**src/rtl/imm_extend_pipe.sv**
```systemverilog
// Pipelined immediate-extension unit: widens IN_W-bit immediates to OUT_W bits
// in one of four modes, behind a registered valid/ready output with a skid entry.
module imm_extend_pipe #(
  parameter int IN_W  = 16,
  parameter int OUT_W = 32,
  parameter int SHIFT = 2
) (
  input  logic             clk,
  input  logic             rst_n,
  input  logic             in_valid,
  output logic             in_ready,
  input  logic [IN_W-1:0]  in_imm,
  input  logic [1:0]       in_mode,
  output logic             out_valid,
  input  logic             out_ready,
  output logic [OUT_W-1:0] out_data,
  output logic [1:0]       out_mode
);

  logic signed [IN_W-1:0] imm_s;
  logic [OUT_W-1:0]       sext;
  logic [OUT_W-1:0]       zext;
  logic [OUT_W-1:0]       ext_data;

  logic                   skid_valid;
  logic [OUT_W-1:0]       skid_data;
  logic [1:0]             skid_mode;

  logic                   accept;
  logic                   out_free;

  assign imm_s = in_imm;

  // Width casts keep the IN_W == OUT_W case free of zero-width replications.
  always_comb begin
    sext = OUT_W'(imm_s);
    zext = OUT_W'(in_imm);
    ext_data = sext;
    case (in_mode)
      2'd0: ext_data = sext;
      2'd1: ext_data = zext;
      2'd2: ext_data = sext << SHIFT;
      2'd3: ext_data = zext << (OUT_W - IN_W);
      default: ext_data = sext;
    endcase
  end

  assign in_ready = ~skid_valid;
  assign accept   = in_valid & in_ready;
  assign out_free = ~out_valid | out_ready;

  always_ff @(posedge clk or negedge rst_n) begin
    if (!rst_n) begin
      out_valid  <= 1'b0;
      out_data   <= '0;
      out_mode   <= 2'd0;
      skid_valid <= 1'b0;
      skid_data  <= '0;
      skid_mode  <= 2'd0;
    end else if (out_free) begin
      if (skid_valid) begin
        // Older skid entry goes out first to preserve acceptance order.
        out_valid <= 1'b1;
        out_data  <= skid_data;
        out_mode  <= skid_mode;
        if (accept) begin
          skid_data <= ext_data;
          skid_mode <= in_mode;
        end else begin
          skid_valid <= 1'b0;
        end
      end else if (accept) begin
        out_valid <= 1'b1;
        out_data  <= ext_data;
        out_mode  <= in_mode;
      end else begin
        out_valid <= 1'b0;
      end
    end else if (accept) begin
      skid_valid <= 1'b1;
      skid_data  <= ext_data;
      skid_mode  <= in_mode;
    end
  end

endmodule

```
**config.mk**
```make
export PLATFORM = sky130hd
export DESIGN_NAME = imm_extend_pipe
export DESIGN_NICKNAME = d
export VERILOG_FILES = /design/src/rtl/imm_extend_pipe.sv
export SDC_FILE = /design/constraint.sdc
export NUM_CORES = 1
export LEC_CHECK = 0
export ABC_CLOCK_PERIOD_IN_PS = 3240
export BUFFER_PORTS_ARGS = -buffer_cell sky130_fd_sc_hd__buf_2
export CORE_UTILIZATION = 60
export CTS_BUF_LIST = sky130_fd_sc_hd__clkbuf_4
export CTS_CLUSTER_SIZE = 24
export DETAILED_ROUTE_END_ITERATION = 8
export GPL_ROUTABILITY_DRIVEN = 0
export HOLD_SLACK_MARGIN = 0.06
export PLACE_DENSITY = 0.85
export RECOVER_POWER = 25
export SKIP_CTS_REPAIR_TIMING = 1
export SYNTH_ARGS = -nofsm -noshare
export SYNTH_HDL_FRONTEND = slang
export SYNTH_SLANG_ARGS = --single-unit
export TNS_END_PERCENT = 100
```
**constraint.sdc**
```tcl
create_clock -name clk -period 3.24 [get_ports clk]
set_clock_uncertainty 0.1 [all_clocks]
set_input_delay 0.486 -clock clk [delete_from_list [all_inputs] [get_ports clk]]
set_output_delay 0.486 -clock clk [all_outputs]
set_load 0.03 [all_outputs]
```
==> results of run 1 <==
==> critical path: cells and delay by family (launching register included) <==
family / cells / cell delay (ns)
flip-flops: 1 / 0.56
buffers and inverters: 2 / 0.76
==> through the flow <==
stage	worst slack [ns]	total power, W	cell area, um^2
2_1_floorplan	1.65	0.00156	3170
6_report	0.923	0.00236	3650
4_1_cts	0.911	0.00238	3640
3_5_place_dp	1.28	0.00176	3490
3_3_place_gp	1.38	0.00174	3490
5_1_grt	0.677	0.00249	3650
==> registers in the layout (all words and copies together) (netlist names) <==
name,count
skid_mode,2
out_mode,2
skid_valid,1
skid_data,32
out_data,32
out_valid,1
==> kinds of logic after synthesis <==
family | count (synthesis) | share of synthesized area
AO/OA/AOI/OAI | 103 | 0.197
AND/OR/NAND/NOR | 137 | 0.192
flip-flops | 70 | 0.553
multiplexers | 4 | 0.0130
buffers and inverters | 30 | 0.0454
==> layout make-up <==
class                   count  area [um^2]  area share
clock buffers               9         67.6      0.0185
multi-input cells         244         1280       0.352
clock inverters             7         88.8      0.0244
flip-flops and latches     70         1750       0.480
well taps                  70         87.6      0.0240
repair buffers             65          354      0.0971
inverters                   3         11.3     0.00309
==> Yosys cell counts <==
cell / instances
dfrtp_1: 70
nand2_1: 69
o21ai_0: 37
nor2_1: 32
and2_1: 28
o31ai_1: 28
a21oi_1: 18
a22oi_1: 14
clkbuf_1: 12
buf_2: 9
buf_4: 5
o21ai_1: 5
inv_1: 3
mux2i_1: 3
nand2b_1: 3
nor2b_1: 2
and2_2: 1
and2b_2: 1
clkbuf_2: 1
mux2_2: 1
nand3b_1: 1
o211ai_1: 1
==> cells in the final DEF (no fill, tap or decap), types with 3 or more instances in the layout <==
| cell | n |
|---|---|
| o21ai_0 | 37 |
| a21oi_1 | 18 |
| a22oi_1 | 14 |
| clkbuf_4 | 9 |
| o21ai_1 | 4 |
| nand2b_1 | 3 |
| buf_4 | 4 |
| dfrtp_1 | 70 |
| buf_2 | 56 |
| and2_1 | 28 |
| nor2_1 | 32 |
| o31ai_1 | 28 |
| inv_1 | 3 |
| nand2_1 | 69 |
| mux2i_1 | 3 |
==> where the power goes <==
| group | switching, W | total (W) | internal, W |
|---|---|---|---|
| clock network | 0.000312 | 0.000620 | 0.000307 |
| logic | 0.000413 | 0.000608 | 0.000195 |
| registers | 0.0000933 | 0.00113 | 0.00104 |
==> layer usage <==
metal,GRT usage,share of wire
met1,0.390,0.46
met2,0.411,0.47
met3,0.0495,0.051
met4,0.113,0.018
met5,0,0
==> path summary, 6_finish.rpt <==
check,from,to,slack [ns],depth (start not counted)
min,in_valid,out_valid$_DFFE_PN0N_,0.25,3
max in group asynchronous,rst_n,skid_data[25]$_DFFE_PN0P_,1.05,3
min in group asynchronous,rst_n,skid_valid$_DFFE_PN0P_,0.75,2
min reg2reg,out_data[2]$_DFFE_PN0P_,out_data[2]$_DFFE_PN0P_,0.38,2
max,skid_valid$_DFFE_PN0P_,in_ready,0.92,2
max reg2reg,skid_valid$_DFFE_PN0P_,out_data[19]$_DFFE_PN0P_,1.10,4
==> out/qor.yml, run 1 <==
fmax_ghz: 0.432
vias_in_the_first_global_route: 2270
peakVddDrop_mv: 0.341
ctsHtreeMaxLevel: 3
max_stage_delay_ns: 0.56
cts-root-buf: "clkbuf_4"
insertedDiodeCount: 0
period_needed_ns: 2.32
layout_worst_path_cycle_share: 0.715
place_hpwl_mm: 4.73
tritoncts: "yes"
tritoncts.num_buffers: 9
endpoint_kind: "primary output"
grt_util_all_layers: 0.271
synth_top_area_share: 0.553
initial_antenna_violation_count: 0
clk_path_buf_depth: 2
tightest_slew_ns: 1.22
slew_headroom: 0.184
setup_viol_count_final: 0
n_fill_cell: 419
rows: 26
synth-seq-area-share: 0.553
post_synth_num_cell_types: 22
timing.hold.worst.class: "in2reg"
crit_chain: "inv_1 > buf_2"
final.hold.worst_slack_ns: 0.254
place.detailed.instances: 451
setup_tns_ns: 0
grt_setup_unrepaired: "no"
area_growth_syn_to_layout_pct: 15.0
postSynthNetCount: 366
worst_path_max_delay_cell: "dfrtp_1"
instances_no_fill: 468
tritoncts_num_sinks: 70
hold_viol_final: 0
core_area_um2: 5110
cts.clk_slew.worst_paths_ns: 0.12
synth_area_per_cell_um2: 9.21
synth.ff_latch_count: 70
port-buffer-count: 57
floorplan.die_area_um2: 5580
p_per_area_nw_per_um2: 648
fin_util: 0.714
synth_area_leaders: "dfrtp_1 55%, nand2_1 8.2%, o31ai_1 6.6%, o21ai_0 5.8%, and2_1 5.5%"
post_route_drc_violation_count: 0
grt_start_max_net_pins: 43
vias_per_std_cell: 5.51
chipWidth_um: 74.7
count_of_nets_left_with_antenna_violations_after_detail_routing: 0
synth_largest_area_cell: "dfrtp_1"
grt_overflow: 0
total_leakage_power_nw: 1.73
worstSetupStartpointType: "register"
maxCapViolCount: 0
die-height_um: 74.7
routed_wl_mm: 6.83
grt_pass1_wl_mm: 11.1
mappedNetlistArea_um2: 3170
run_status: "finished, final reports clean"
floorplan.initialDensity: 0.621
floorplan.io_pins: 58
finalNetCount: 415
drt_iter0_markers: 167
yosys_warnings: 0
worstPathRequired_ns: 2.65
drtPass1Iterations: 4
syn_inst: 344
dr_total_vias: 2577
routedWlPerCell_um: 14.6
critical_path_class: "reg2out"
drv_slew: 0
layout-drive-gt1-share: 0.206
critPathArrivalTime_ns: 1.73
clkLatencyLatePin_ns: 0.41
crit_fanout: 20
Power figures use the tool's default switching activity.
==> inputs of run 2 (changes only) <==
Settings changed: ABC_CLOCK_PERIOD_IN_PS 3240 to 2000, CORE_UTILIZATION 60 to 52, PLACE_DENSITY 0.85 to 0.78.
Clock period 3.24 ns to 2 ns, I/O delays scaled along.
==> out/qor.yml, run 2 (synthesis gave the netlist of run 1 again) <==
run_status: "finished, final reports clean"
rows: 28  # +7.7%
drt_iter0_markers: 196  # +17%
hold_viol_final: 0  # unchanged
die-height_um: 80.1  # +7.2%
maxCapViolCount: 0  # unchanged
drv_slew: 0  # unchanged
tightest_slew_ns: 0.944  # -0.281 ns
finalNetCount: 416  # +0.24%
r2r_slack_ns: 0.42  # -0.68 ns
max_stage_delay_ns: 0.44  # -0.12 ns
totalPowerFinal_w: 0.00359  # +52%
fmax_ghz: 0.533
tritoncts: "yes"
port-buffer-count: 57  # unchanged
cts-root-buf: "clkbuf_4"
drtPass1Iterations: 4  # unchanged
p_per_area_nw_per_um2: 984  # +52%
critPathArrivalTime_ns: 1.48  # -0.25 ns
routedWlPerCell_um: 14.8  # +1.7%
grt_overflow: 0  # unchanged
mostFrequentLayoutCells: "70 x dfrtp_1, 69 x nand2_1, 56 x buf_2"
worst_r2r_endpoint: "out_data[13]$_DFFE_PN0P_"
count_of_nets_left_with_antenna_violations_after_detail_routing: 0  # unchanged
critical_path_buf_inv_count: 4  # +2
crit_chain: "buf_4 > inv_2 > buf_12 > clkbuf_4"
initial_antenna_violation_count: 0  # unchanged
n_fill_cell: 540  # +29%
layout_worst_path_cycle_share: 0.939
floorplan.die_area_um2: 6410  # +15%
grt_start_max_net_pins: 71  # +65%
r2r-start: "skid_valid$_DFFE_PN0P_"
critical_path_class: "reg2out"
area_growth_syn_to_layout_pct: 15.0  # unchanged
crit_fanout: 24  # +20%
holdCritStartpoint: "in_valid"
cpLargestDelayFamily: "buffers and inverters"
endpoint_kind: "primary output"
fin_util: 0.619  # -0.0944
grt_pass1_wl_mm: 11.9  # +7.1%
grt_util_all_layers: 0.246  # -0.0254
reg_top3: "out_data x32, skid_data x32"
dr_total_vias: 2583  # +0.23%
total_leakage_power_nw: 1.73  # -0.15%
core_area_um2: 5890  # +15%
vias_per_std_cell: 5.45  # -1.0%
clk_path_buf_depth: 2  # unchanged
period_needed_ns: 1.88
hold-path-cell-count: 3  # unchanged
floorplan.initialDensity: 0.538  # -0.0821
setup_viol_count_final: 0  # unchanged
insertedDiodeCount: 0  # unchanged
place_hpwl_mm: 4.74  # about the same
peakVddDrop_mv: 0.607  # +78%
grt_setup_unrepaired: "no"
timing.hold.worst.class: "in2reg"
endpoint_of_the_worst_hold_path: "out_valid$_DFFE_PN0N_"
slew_headroom: 0.371  # +0.187
worst_path_max_delay_cell: "dfrtp_1"
tritoncts_num_sinks: 70  # unchanged
routed_wl_mm: 7.03  # +3.0%
worstPathRequired_ns: 1.60  # -1.05 ns
timing.reg2reg.worst_path_depth: 5  # +1
cts.clk_slew.worst_paths_ns: 0.11  # about the same
ctsHtreeMaxLevel: 3  # unchanged
layout_commonest_cell: "dfrtp_1"
clkLatencyLatePin_ns: 0.39  # -0.02 ns
post_route_drc_violation_count: 0  # unchanged
tritoncts.num_buffers: 9  # unchanged
floorplan.io_pins: 58  # unchanged
chipWidth_um: 80.1  # +7.2%
worstSetupStartpointType: "register"
vias_in_the_first_global_route: 2395  # +5.5%
layout-drive-gt1-share: 0.213  # +0.00700
==> run 2: worst max path at each step <==
stage,slack [ns],start,cells past startpoint,end
6_report,0.12,skid_valid$_DFFE_PN0P_,4,in_ready
5_1_grt,0.05,skid_valid$_DFFE_PN0P_,4,in_ready
4_1_cts,-0.03,skid_valid$_DFFE_PN0P_,4,in_ready
3_5_place_dp,0.35,in_mode[1],5,out_data[13]$_DFFE_PN0P_
3_3_place_gp,0.38,in_mode[1],5,out_data[2]$_DFFE_PN0P_
2_1_floorplan,0.46,out_valid$_DFFE_PN0N_,6,skid_data[28]$_DFFE_PN0P_
==> run 2: worst min-delay path, stage by stage <==
cell and delay (ns):
buf_2 0.14, nor2_1 0.06, nand2_1 0.05
==> run 2: stage by stage <==
stage	setup TNS (ns)	instance area, um^2	instances	hold slack, ns	setup WS, ns
2_1_floorplan	0	3170	344	-0.0956	0.460
3_3_place_gp	0	3520	457	0.255	0.378
3_5_place_dp	0	3520	457	0.255	0.348
4_1_cts	-0.0257	3630	473	-0.195	-0.0257
5_1_grt	0	3650	474	0.0880	0.0487
6_report	0	3650	474	0.0865	0.122
==> run 2: power breakdown <==
part	internal [W]	switching, W
clock network	0.000244	0.000503
logic	0.000330	0.000678
registers	0.00169	0.000148
total	0.00226	0.00133
==> run 2: layout make-up <==
class                           count  area, um^2  share of cell area
Clock buffer                        9        67.6              0.0185
Clock inverter                      7        41.3              0.0113
Tap cell                           75        93.8              0.0257
Timing Repair Buffer               66         395               0.108
Sequential cell                    70        1750               0.480
Multi-Input combinational cell    244        1280               0.352
Inverter                            3        11.3             0.00309
==> run 2: metal layers <==
| metal | up-vias | wire (um) | share of wire | global-route usage |
|---|---|---|---|---|
| met3 | 12 | 314 | 0.045 | 0.0386 |
| met4 | 0 | 108 | 0.015 | 0.0964 |
| met2 | 64 | 3230 | 0.46 | 0.369 |
| li1 | 1272 | - | - | - |
| met1 | 1235 | 3380 | 0.48 | 0.358 |
| met5 | - | 0 | 0 | 0 |
